`config.mk`:
```
export PLATFORM = sky130hd
export DESIGN_NAME = uart_rx_os
export DESIGN_NICKNAME = d
export VERILOG_FILES = /design/src/rtl/uart_pkg.sv /design/src/rtl/uart_rx_sampler.sv /design/src/rtl/uart_rx_os.sv
export SDC_FILE = /design/constraint.sdc
export NUM_CORES = 1
export LEC_CHECK = 0
export ABC_AREA = 1
export CAP_MARGIN = 20
export CORE_UTILIZATION = 57
export CTS_CLUSTER_DIAMETER = 50
export CTS_CLUSTER_SIZE = 25
export DETAILED_ROUTE_END_ITERATION = 16
export MAX_ROUTING_LAYER = met4
export PLACE_DENSITY = 0.79
export SLEW_MARGIN = 20
export SYNTH_ARGS = -nofsm -noshare
export SYNTH_HDL_FRONTEND = slang
export SYNTH_SLANG_ARGS = --single-unit
```
`constraint.sdc`:
```
create_clock -name clk -period 3.7 [get_ports clk]
set_input_delay 0.925 -clock clk [delete_from_list [all_inputs] [get_ports clk]]
set_output_delay 0.925 -clock clk [all_outputs]
set_load 0.02 [all_outputs]
```
`src/rtl/uart_pkg.sv`:
```
// uart_pkg: receiver FSM state encoding, default frame geometry and the
// mid-bit sample tick positions used by the majority voter.
package uart_pkg;

   typedef enum logic [2:0] {
      ST_IDLE,
      ST_START,
      ST_DATA,
      ST_PARITY,
      ST_STOP
   } rx_state_e;

   localparam int unsigned DEF_DATA_BITS  = 8;
   localparam int unsigned DEF_OVERSAMPLE = 16;

   localparam int unsigned SAMP_EARLY = DEF_OVERSAMPLE / 2 - 1;
   localparam int unsigned SAMP_MID   = DEF_OVERSAMPLE / 2;
   localparam int unsigned SAMP_LATE  = DEF_OVERSAMPLE / 2 + 1;

   // k = 0,1,2 gives the early/mid/late sample tick for any oversample ratio
   function automatic int unsigned samp_tick(input int unsigned os, input int unsigned k);
      return os / 2 - 1 + k;
   endfunction

endpackage

```
`src/rtl/uart_rx_sampler.sv`:
```
// uart_rx_sampler: rx input synchroniser plus a 3-deep sample register whose
// 2-of-3 majority (including the sample being taken this clk) is the voted bit.
module uart_rx_sampler #(
   parameter int unsigned SYNC_STAGES = 2
) (
   input  logic clk,
   input  logic rst,
   input  logic rx,
   input  logic samp_en,
   output logic rx_sync,
   output logic bit_vote
);

   logic [SYNC_STAGES-1:0] sync_q, sync_d;
   logic [2:0]             samp_q, samp_d;

   always_comb begin
      sync_d[0] = rx;
      for (int unsigned i = 1; i < SYNC_STAGES; i++) begin
         sync_d[i] = sync_q[i-1];
      end
      samp_d   = samp_en ? {samp_q[1:0], rx_sync} : samp_q;
      // voting on the next-state value lets a decision on the late tick see all three samples
      bit_vote = (samp_d[0] & samp_d[1]) | (samp_d[0] & samp_d[2]) | (samp_d[1] & samp_d[2]);
   end

   always_ff @(posedge clk) begin
      if (rst) begin
         sync_q <= '1;
         samp_q <= '1;
      end else begin
         sync_q <= sync_d;
         samp_q <= samp_d;
      end
   end

   assign rx_sync = sync_q[SYNC_STAGES-1];

endmodule

```
`src/rtl/uart_rx_os.sv`:
```
// uart_rx_os: 16x-oversampling UART receiver with framing check and valid/ready output.
// Optional parity checking is enabled by defining UART_RX_PARITY_EN.
module uart_rx_os
   import uart_pkg::*;
#(
   parameter int unsigned DATA_BITS   = DEF_DATA_BITS,
   parameter int unsigned OVERSAMPLE  = DEF_OVERSAMPLE,
   parameter int unsigned SYNC_STAGES = 2,
   parameter int unsigned PARITY_ODD  = 0
) (
   input  logic                 clk,
   input  logic                 rst,
   input  logic                 en,
   input  logic                 os_tick,
   input  logic                 rx,
   output logic [DATA_BITS-1:0] data_out,
   output logic                 valid,
   input  logic                 ready,
   output logic                 frame_err,
   output logic                 parity_err,
   output logic                 overrun
);

`ifdef UART_RX_PARITY_EN
   localparam bit PAR_EN = 1'b1;
`else
   localparam bit PAR_EN = 1'b0;
`endif

   localparam int unsigned TW      = $clog2(OVERSAMPLE);
   localparam int unsigned BW      = $clog2(DATA_BITS + 1);
   localparam logic [TW-1:0] T_LAST  = TW'(OVERSAMPLE - 1);
   localparam logic [TW-1:0] T_EARLY = TW'(samp_tick(OVERSAMPLE, 0));
   localparam logic [TW-1:0] T_MID   = TW'(samp_tick(OVERSAMPLE, 1));
   localparam logic [TW-1:0] T_LATE  = TW'(samp_tick(OVERSAMPLE, 2));
   localparam logic [BW-1:0] B_LAST  = BW'(DATA_BITS - 1);
   localparam bit ODD = (PARITY_ODD != 0);

   rx_state_e              state_q, state_d;
   logic [TW-1:0]          tick_q, tick_d;
   logic [BW-1:0]          bit_q, bit_d;
   logic [DATA_BITS-1:0]   shift_q, shift_d;
   logic [DATA_BITS-1:0]   data_q, data_d;
   logic                   par_q, par_d;
   logic                   valid_q, valid_d;
   logic                   frame_err_q, frame_err_d;
   logic                   parity_err_q, parity_err_d;
   logic                   overrun_q, overrun_d;
   logic                   samp_en, rx_sync, bit_vote, deliver, tick_last, par_bad;

   uart_rx_sampler #(.SYNC_STAGES(SYNC_STAGES)) u_sampler (
      .clk      (clk),
      .rst      (rst),
      .rx       (rx),
      .samp_en  (samp_en),
      .rx_sync  (rx_sync),
      .bit_vote (bit_vote)
   );

   always_comb begin
      state_d      = state_q;
      tick_d       = tick_q;
      bit_d        = bit_q;
      shift_d      = shift_q;
      par_d        = par_q;
      data_d       = data_q;
      valid_d      = valid_q;
      overrun_d    = overrun_q;
      frame_err_d  = 1'b0;
      parity_err_d = 1'b0;
      deliver      = 1'b0;
      samp_en      = 1'b0;
      tick_last    = (tick_q == T_LAST);
      par_bad      = (((^shift_q) ^ par_q) != ODD);

      if (valid_q && ready) valid_d = 1'b0;

      if (!en) begin
         state_d   = ST_IDLE;
         tick_d    = '0;
         bit_d     = '0;
         overrun_d = 1'b0;
      end else if (os_tick) begin
         if (state_q != ST_IDLE) begin
            tick_d  = tick_last ? '0 : tick_q + 1'b1;
            samp_en = (tick_q == T_EARLY) || (tick_q == T_MID) || (tick_q == T_LATE);
         end
         case (state_q)
            ST_IDLE: begin
               if (!rx_sync) begin
                  state_d = ST_START;
                  tick_d  = '0;
               end
            end
            ST_START: begin
               if (tick_last) begin
                  if (bit_vote) begin
                     state_d = ST_IDLE;
                  end else begin
                     state_d = ST_DATA;
                     bit_d   = '0;
                  end
               end
            end
            ST_DATA: begin
               if (tick_last) begin
                  shift_d = {bit_vote, shift_q[DATA_BITS-1:1]};
                  bit_d   = bit_q + 1'b1;
                  if (bit_q == B_LAST) state_d = PAR_EN ? ST_PARITY : ST_STOP;
               end
            end
            ST_PARITY: begin
               if (tick_last) begin
                  par_d   = bit_vote;
                  state_d = ST_STOP;
               end
            end
            ST_STOP: begin
               // half stop bit: deciding early leaves time to resync on the next start edge
               if (tick_q == T_LATE) begin
                  state_d = ST_IDLE;
                  if (!bit_vote)             frame_err_d  = 1'b1;
                  else if (PAR_EN && par_bad) parity_err_d = 1'b1;
                  else                       deliver      = 1'b1;
               end
            end
            default: state_d = ST_IDLE;
         endcase

         if (deliver) begin
            if (!valid_q || ready) begin
               data_d  = shift_q;
               valid_d = 1'b1;
            end else begin
               overrun_d = 1'b1;
            end
         end
      end
   end

   always_ff @(posedge clk) begin
      if (rst) begin
         state_q      <= ST_IDLE;
         tick_q       <= '0;
         bit_q        <= '0;
         shift_q      <= '0;
         par_q        <= 1'b0;
         data_q       <= '0;
         valid_q      <= 1'b0;
         frame_err_q  <= 1'b0;
         parity_err_q <= 1'b0;
         overrun_q    <= 1'b0;
      end else begin
         state_q      <= state_d;
         tick_q       <= tick_d;
         bit_q        <= bit_d;
         shift_q      <= shift_d;
         par_q        <= par_d;
         data_q       <= data_d;
         valid_q      <= valid_d;
         frame_err_q  <= frame_err_d;
         parity_err_q <= parity_err_d;
         overrun_q    <= overrun_d;
      end
   end

   assign data_out   = data_q;
   assign valid      = valid_q;
   assign frame_err  = frame_err_q;
   assign parity_err = parity_err_q;
   assign overrun    = overrun_q;

endmodule

```
# Word level (Yosys, flattened, before mapping)
# Index checks and enable logic that the tools add are counted.
[classes]
n_reduce_logical = 15
mux = 31
n_eq_ne = 16
bitwise = 10
n_addsub = 2
[ops]
columns = ["operator", "count"]
rows = [
  ["$mux W4", 7],
  ["$mux W3", 7],
  ["$pmux W3 S5", 1],
  ["$mux W1", 14],
  ["$ne A2 B2 Y1 const B", 7],
  ["$eq A4 B4 Y1 const B", 3],
  ["$add A4 B1 Y4 const B", 2],
  ["$eq A4 B3 Y1 const B", 2],
  ["$pmux W4 S2", 1],
  ["$reduce_and A4 Y1", 2],
  ["$reduce_and A7 Y1", 1],
  ["$eq A3 B2 Y1 const B", 2],
  ["$not A1 Y1", 5],
  ["$reduce_and A5 Y1", 1],
  ["$reduce_or A5 Y1", 1],
  ["$and A1 B1 Y1", 3],
  ["$eq A3 B1 Y1 const B", 1],
  ["$eq A3 B3 Y1 const B", 1],
  ["$logic_not A3 Y1", 1],
  ["$logic_or A1 B1 Y1", 3],
  ["$reduce_and A3 Y1", 1],
  ["$reduce_bool A3 Y1", 1],
  ["$mux W2", 1],
  ["$or A1 B1 Y1", 2],
  ["other kinds (4)", 4],
]
[totals]
in_bits = 6
word_cells = 84
output_inout_bits = 12
reg_bits = 35

# Longest topological paths before layout
[logic_depth]
word_depth = 18
mapped_depth = 15
depth_no_buf = 15

# By module
# A second synthesis with hierarchy kept.
[unflattened]
hier_cells = 257
area_unflattened_um2 = 1813.0
[modules_own_cells]
columns = ["module", "instances", "area_each_um2", "cells_per_inst", "seq_area_each_um2"]
rows = [
  ["uart_rx_os", 1, 1627.8, 232, 600.6],
  ["uart_rx_sampler", 1, 185.2, 25, 100.1],
]

# Worst setup path after synthesis
# OpenSTA, ideal clock, no wires.
[synth_timing]
path_type = "input to register"
startpoint = "input os_tick"
endpoint = "register data_q[1], in the netlist data_out[1]"
required_time_ns = 3.587
arrival_ns = 2.020
path_stages = 13
path_buffers = 2
path_slack_ns = 1.567
setup_time_ns = 0.113
path_cell_list = "buf_6 nand2_4 a21oi_4 nand2_2 nand2_1 nand2_2 nand2_1 nand2_2 nand2_4 nand4_4 buf_6 nor2_1 nor2_1"
[synth_via]
elab_chain_cells = 12
word_cells_on_any_way = 14
cone_classes = "8 x mux; 5 x bitwise; 1 x reduce/logical"
[synth_rtl]
columns = ["element", "line_no", "rtl"]
rows = [
  ["start, declared", "uart_rx_os.sv:14", "input logic os_tick,"],
  ["$mux W1", "uart_rx_os.sv:83", "end else if (os_tick) begin"],
  ["$mux W1", "uart_rx_os.sv:78", "if (!en) begin"],
  ["$mux W3", "uart_rx_sampler.sv:22", "samp_d = samp_en ? {samp_q[1:0], rx_sync} : samp_q;"],
  ["$and A1 B1 Y1", "uart_rx_sampler.sv:24", "bit_vote = (samp_d[0] & samp_d[1]) | (samp_d[0] & samp_d[2]) | (samp_d[1] & samp_d[2]);"],
  ["$or A1 B1 Y1 (2 in a row)", "uart_rx_sampler.sv:24", ""],
  ["$mux W1", "uart_rx_os.sv:122", "if (!bit_vote) frame_err_d = 1'b1;"],
  ["$mux W1", "uart_rx_os.sv:120", "if (tick_q == T_LATE) begin"],
  ["$mux W1", "uart_rx_os.sv:88", "case (state_q)"],
  ["$mux W1", "uart_rx_os.sv:83", ""],
  ["$mux W1", "uart_rx_os.sv:78", ""],
  ["$reduce_and A4 Y1 (no source line) *", "n/a", ""],
  ["end signal, assigned", "uart_rx_os.sv:159", "data_q <= data_d;"],
  ["end, declared", "uart_rx_os.sv:43", "logic [DATA_BITS-1:0] data_q, data_d;"],
]
# Mark *: on every way between the ends. The rest lies on a longest branch, timed or not. The select of a mux whose other input is x is not followed.
# A chain may end at the register's enable or synchronous reset.

# Worst setup path in the final report
[layout_timing]
startpoint = "input os_tick"
endpoint = "register data_q[7], in the netlist data_out[7]"
# The elaborated chain is that of the path after synthesis.

==> qor.yml <==
outcome: "finished clean"
antenna_cells: 0
clock_sinks: 35
drv_slew: 0
ys_seq_area_frac: 0.4204
syn_nets: 242
path_clk_slew_ps: 100
grt-ovfl-total: 0
grt_max_degree: 18
required_ps: 3930
fp.dieW_um: 56.07
synthToLayoutAreaGrowth_pct: 14.94
clkLatencyLatePin_ps: 330
ys_seq_elements: 35
synth_largest_area_cell: "dfxtp_1"
synth_cell_type_count: 31
cp-start-kind: "primary input"
hold_class: "register to register"
routed-via-count: 1428
syn_inst: 232
fin_nets: 263
min_period_ps: 2626
firstDrtPassIters: 4
synthFlopType: "dfxtp_1"
period_share: 0.7096
port_buffers: 16
cts-root-buf: "clkbuf_4"
place.gp.congestion: 0.8480
p_total_mw: 0.6495
antenna_found_initial: 0
path_max_fanout: 16
leakagePower_nw: 0.9127
drtIter0Drc: 58
ctsLongestPathBuffers: 2
postCtsSetupBuffers: 0
setup_violations: 0
grt_pass1_wl_mm: 5.499
fin_setup_tns_ps: 0
routedWlPerCell_um: 10.79
wl_mm: 3.076
place_hpwl_mm: 2.237
grt.total_usage: 0.2293
ant_nets: 0
cts_resized: 0
dp_slack_ps: 741.5
fmax_mhz: 380.9
vias_per_cell: 5.011
end_kind: "register"
holdBufCountCts: 0
worst-setup-path-type: "primary input to register"
dieArea_mm2: 0.003144
worst_slack_ps: 1074
grt_pass1_vias: 1304
drive_above_1_share: 0.1102
max-vdd-ir-drop_v: 0.0003505
synth_async_sr_flop_share: 0
rsz0062_at_grt: "no"
ys_warn_count: 0
synth_area_mm2: 0.001667
fin_skew_ps: 10.96
cts_tree: "yes"
htreeDepth: 2
io_pins: 18
max_cap_violations: 0
hold_violations: 0
syn_avg_cell_area_um2: 7.184
placedCellCount: 277
synth_edf_count: 0
core_mm2: 0.002758
initial_core_util: 0.6044
fill_cells: 249
stdcell_count: 285
yosys-top-cells-area: "dfxtp_1, nor2_1, nand2_1"
arrival_ps: 2860
die_h_um: 56.07
power_density_mw_per_mm2: 339.1
rows: 19
yosys.area.top_type_share: 0.4204
drc: 0
timing.hold.ws_ps: 418.2
cts_made_buffers: 5
-- cell families (layout without fill, tap and decap cells) --
kind of cell,Yosys count,in the layout,synth area share
simple gates,117,117,0.3228
buf+inv,42,64,0.1081
compound gates,31,31,0.1059
xor+xnor,2,2,0.01051
fa+ha+maj,4,4,0.03003
other cells,1,1,0.002250
flops,35,35,0.4204
-- per-stage QoR --
stage                 util  cell area, um2
floorplan                -            1667
global placement    0.6683            1843
detailed placement  0.6683            1843
finish              0.6946            1916
CTS                 0.6946            1916
global route        0.6946            1916
-- sequential cells by signal, indices dropped and copies added (netlist names) --
signal and cells:
overrun 1, data_out 8, valid 1, u_sampler.samp_q 3, tick_q 4, bit_q 4
frame_err 1, u_sampler.sync_q 2, state_q 3, shift_q 8
-- routing by layer --
layer	share of wire	vias to the layer above	track usage
li1	-	764	-
met1	0.48	643	0.2719
met2	0.48	15	0.3724
met3	0.023	6	0.04884
met4	0.018	0	0.1045
met5	0	-	-
-- synthesized netlist by cell type (2+ instances only) --
cell / count
a21oi_1: 10
a31oi_1: 3
buf_6: 2
dfxtp_1: 35
ha_1: 4
inv_1: 35
inv_2: 2
nand2_1: 41
nand2_2: 5
nand2_4: 2
nand3_1: 15
nand3_2: 2
nor2_1: 43
o21ai_0: 13
o21ai_1: 2
or2_2: 3
-- report_power, final --
part           internal [mW]  switching (mW)
logic                 0.0119          0.0212
registers              0.379         0.00152
clock network          0.111           0.125
-- final cells by class --
cell class / count / area [um2] / area share
clock inverter: 1 / 7.507 / 0.003919
sequential: 35 / 700.7 / 0.3658
multi-input combinational: 155 / 785.8 / 0.4102
tap: 31 / 38.79 / 0.02025
timing repair buffer: 18 / 175.2 / 0.09144
inverter: 38 / 142.6 / 0.07446
clock buffer: 7 / 65.06 / 0.03396
-- worst paths after layout --
kind                        from             endpoint  slack [ps]  depth (start not counted)
max                      os_tick          data_out[7]        1070                         12
max reg2reg            tick_q[0]           shift_q[7]        1680                          8
min reg2reg  u_sampler.sync_q[0]  u_sampler.sync_q[1]         420                          1
min          u_sampler.sync_q[0]  u_sampler.sync_q[1]         420                          1
-- placed cells by master, fill, tap and decap left out, types with 3 or more instances in the layout --
cell type	n
nor2_1	43
nand2_1	41
inv_1	35
dfxtp_1	35
clkdlybuf4s50_1	16
nand3_1	15
o21ai_0	13
a21oi_1	10
nand2_2	5
clkbuf_4	5
ha_1	4
a31oi_1	3
or2_2	3
-- critical path, cell delays in order --
cell	delay, ps
clkdlybuf4s50_1	700
nand2_4	110
a21oi_4	160
nand2_2	90
nand2_1	90
nand2_2	70
nand2_1	80
nand2_2	70
nand2_4	100
nand4_4	210
nor2_1	190
nor2_1	60
(Power assumes the default switching activity.)
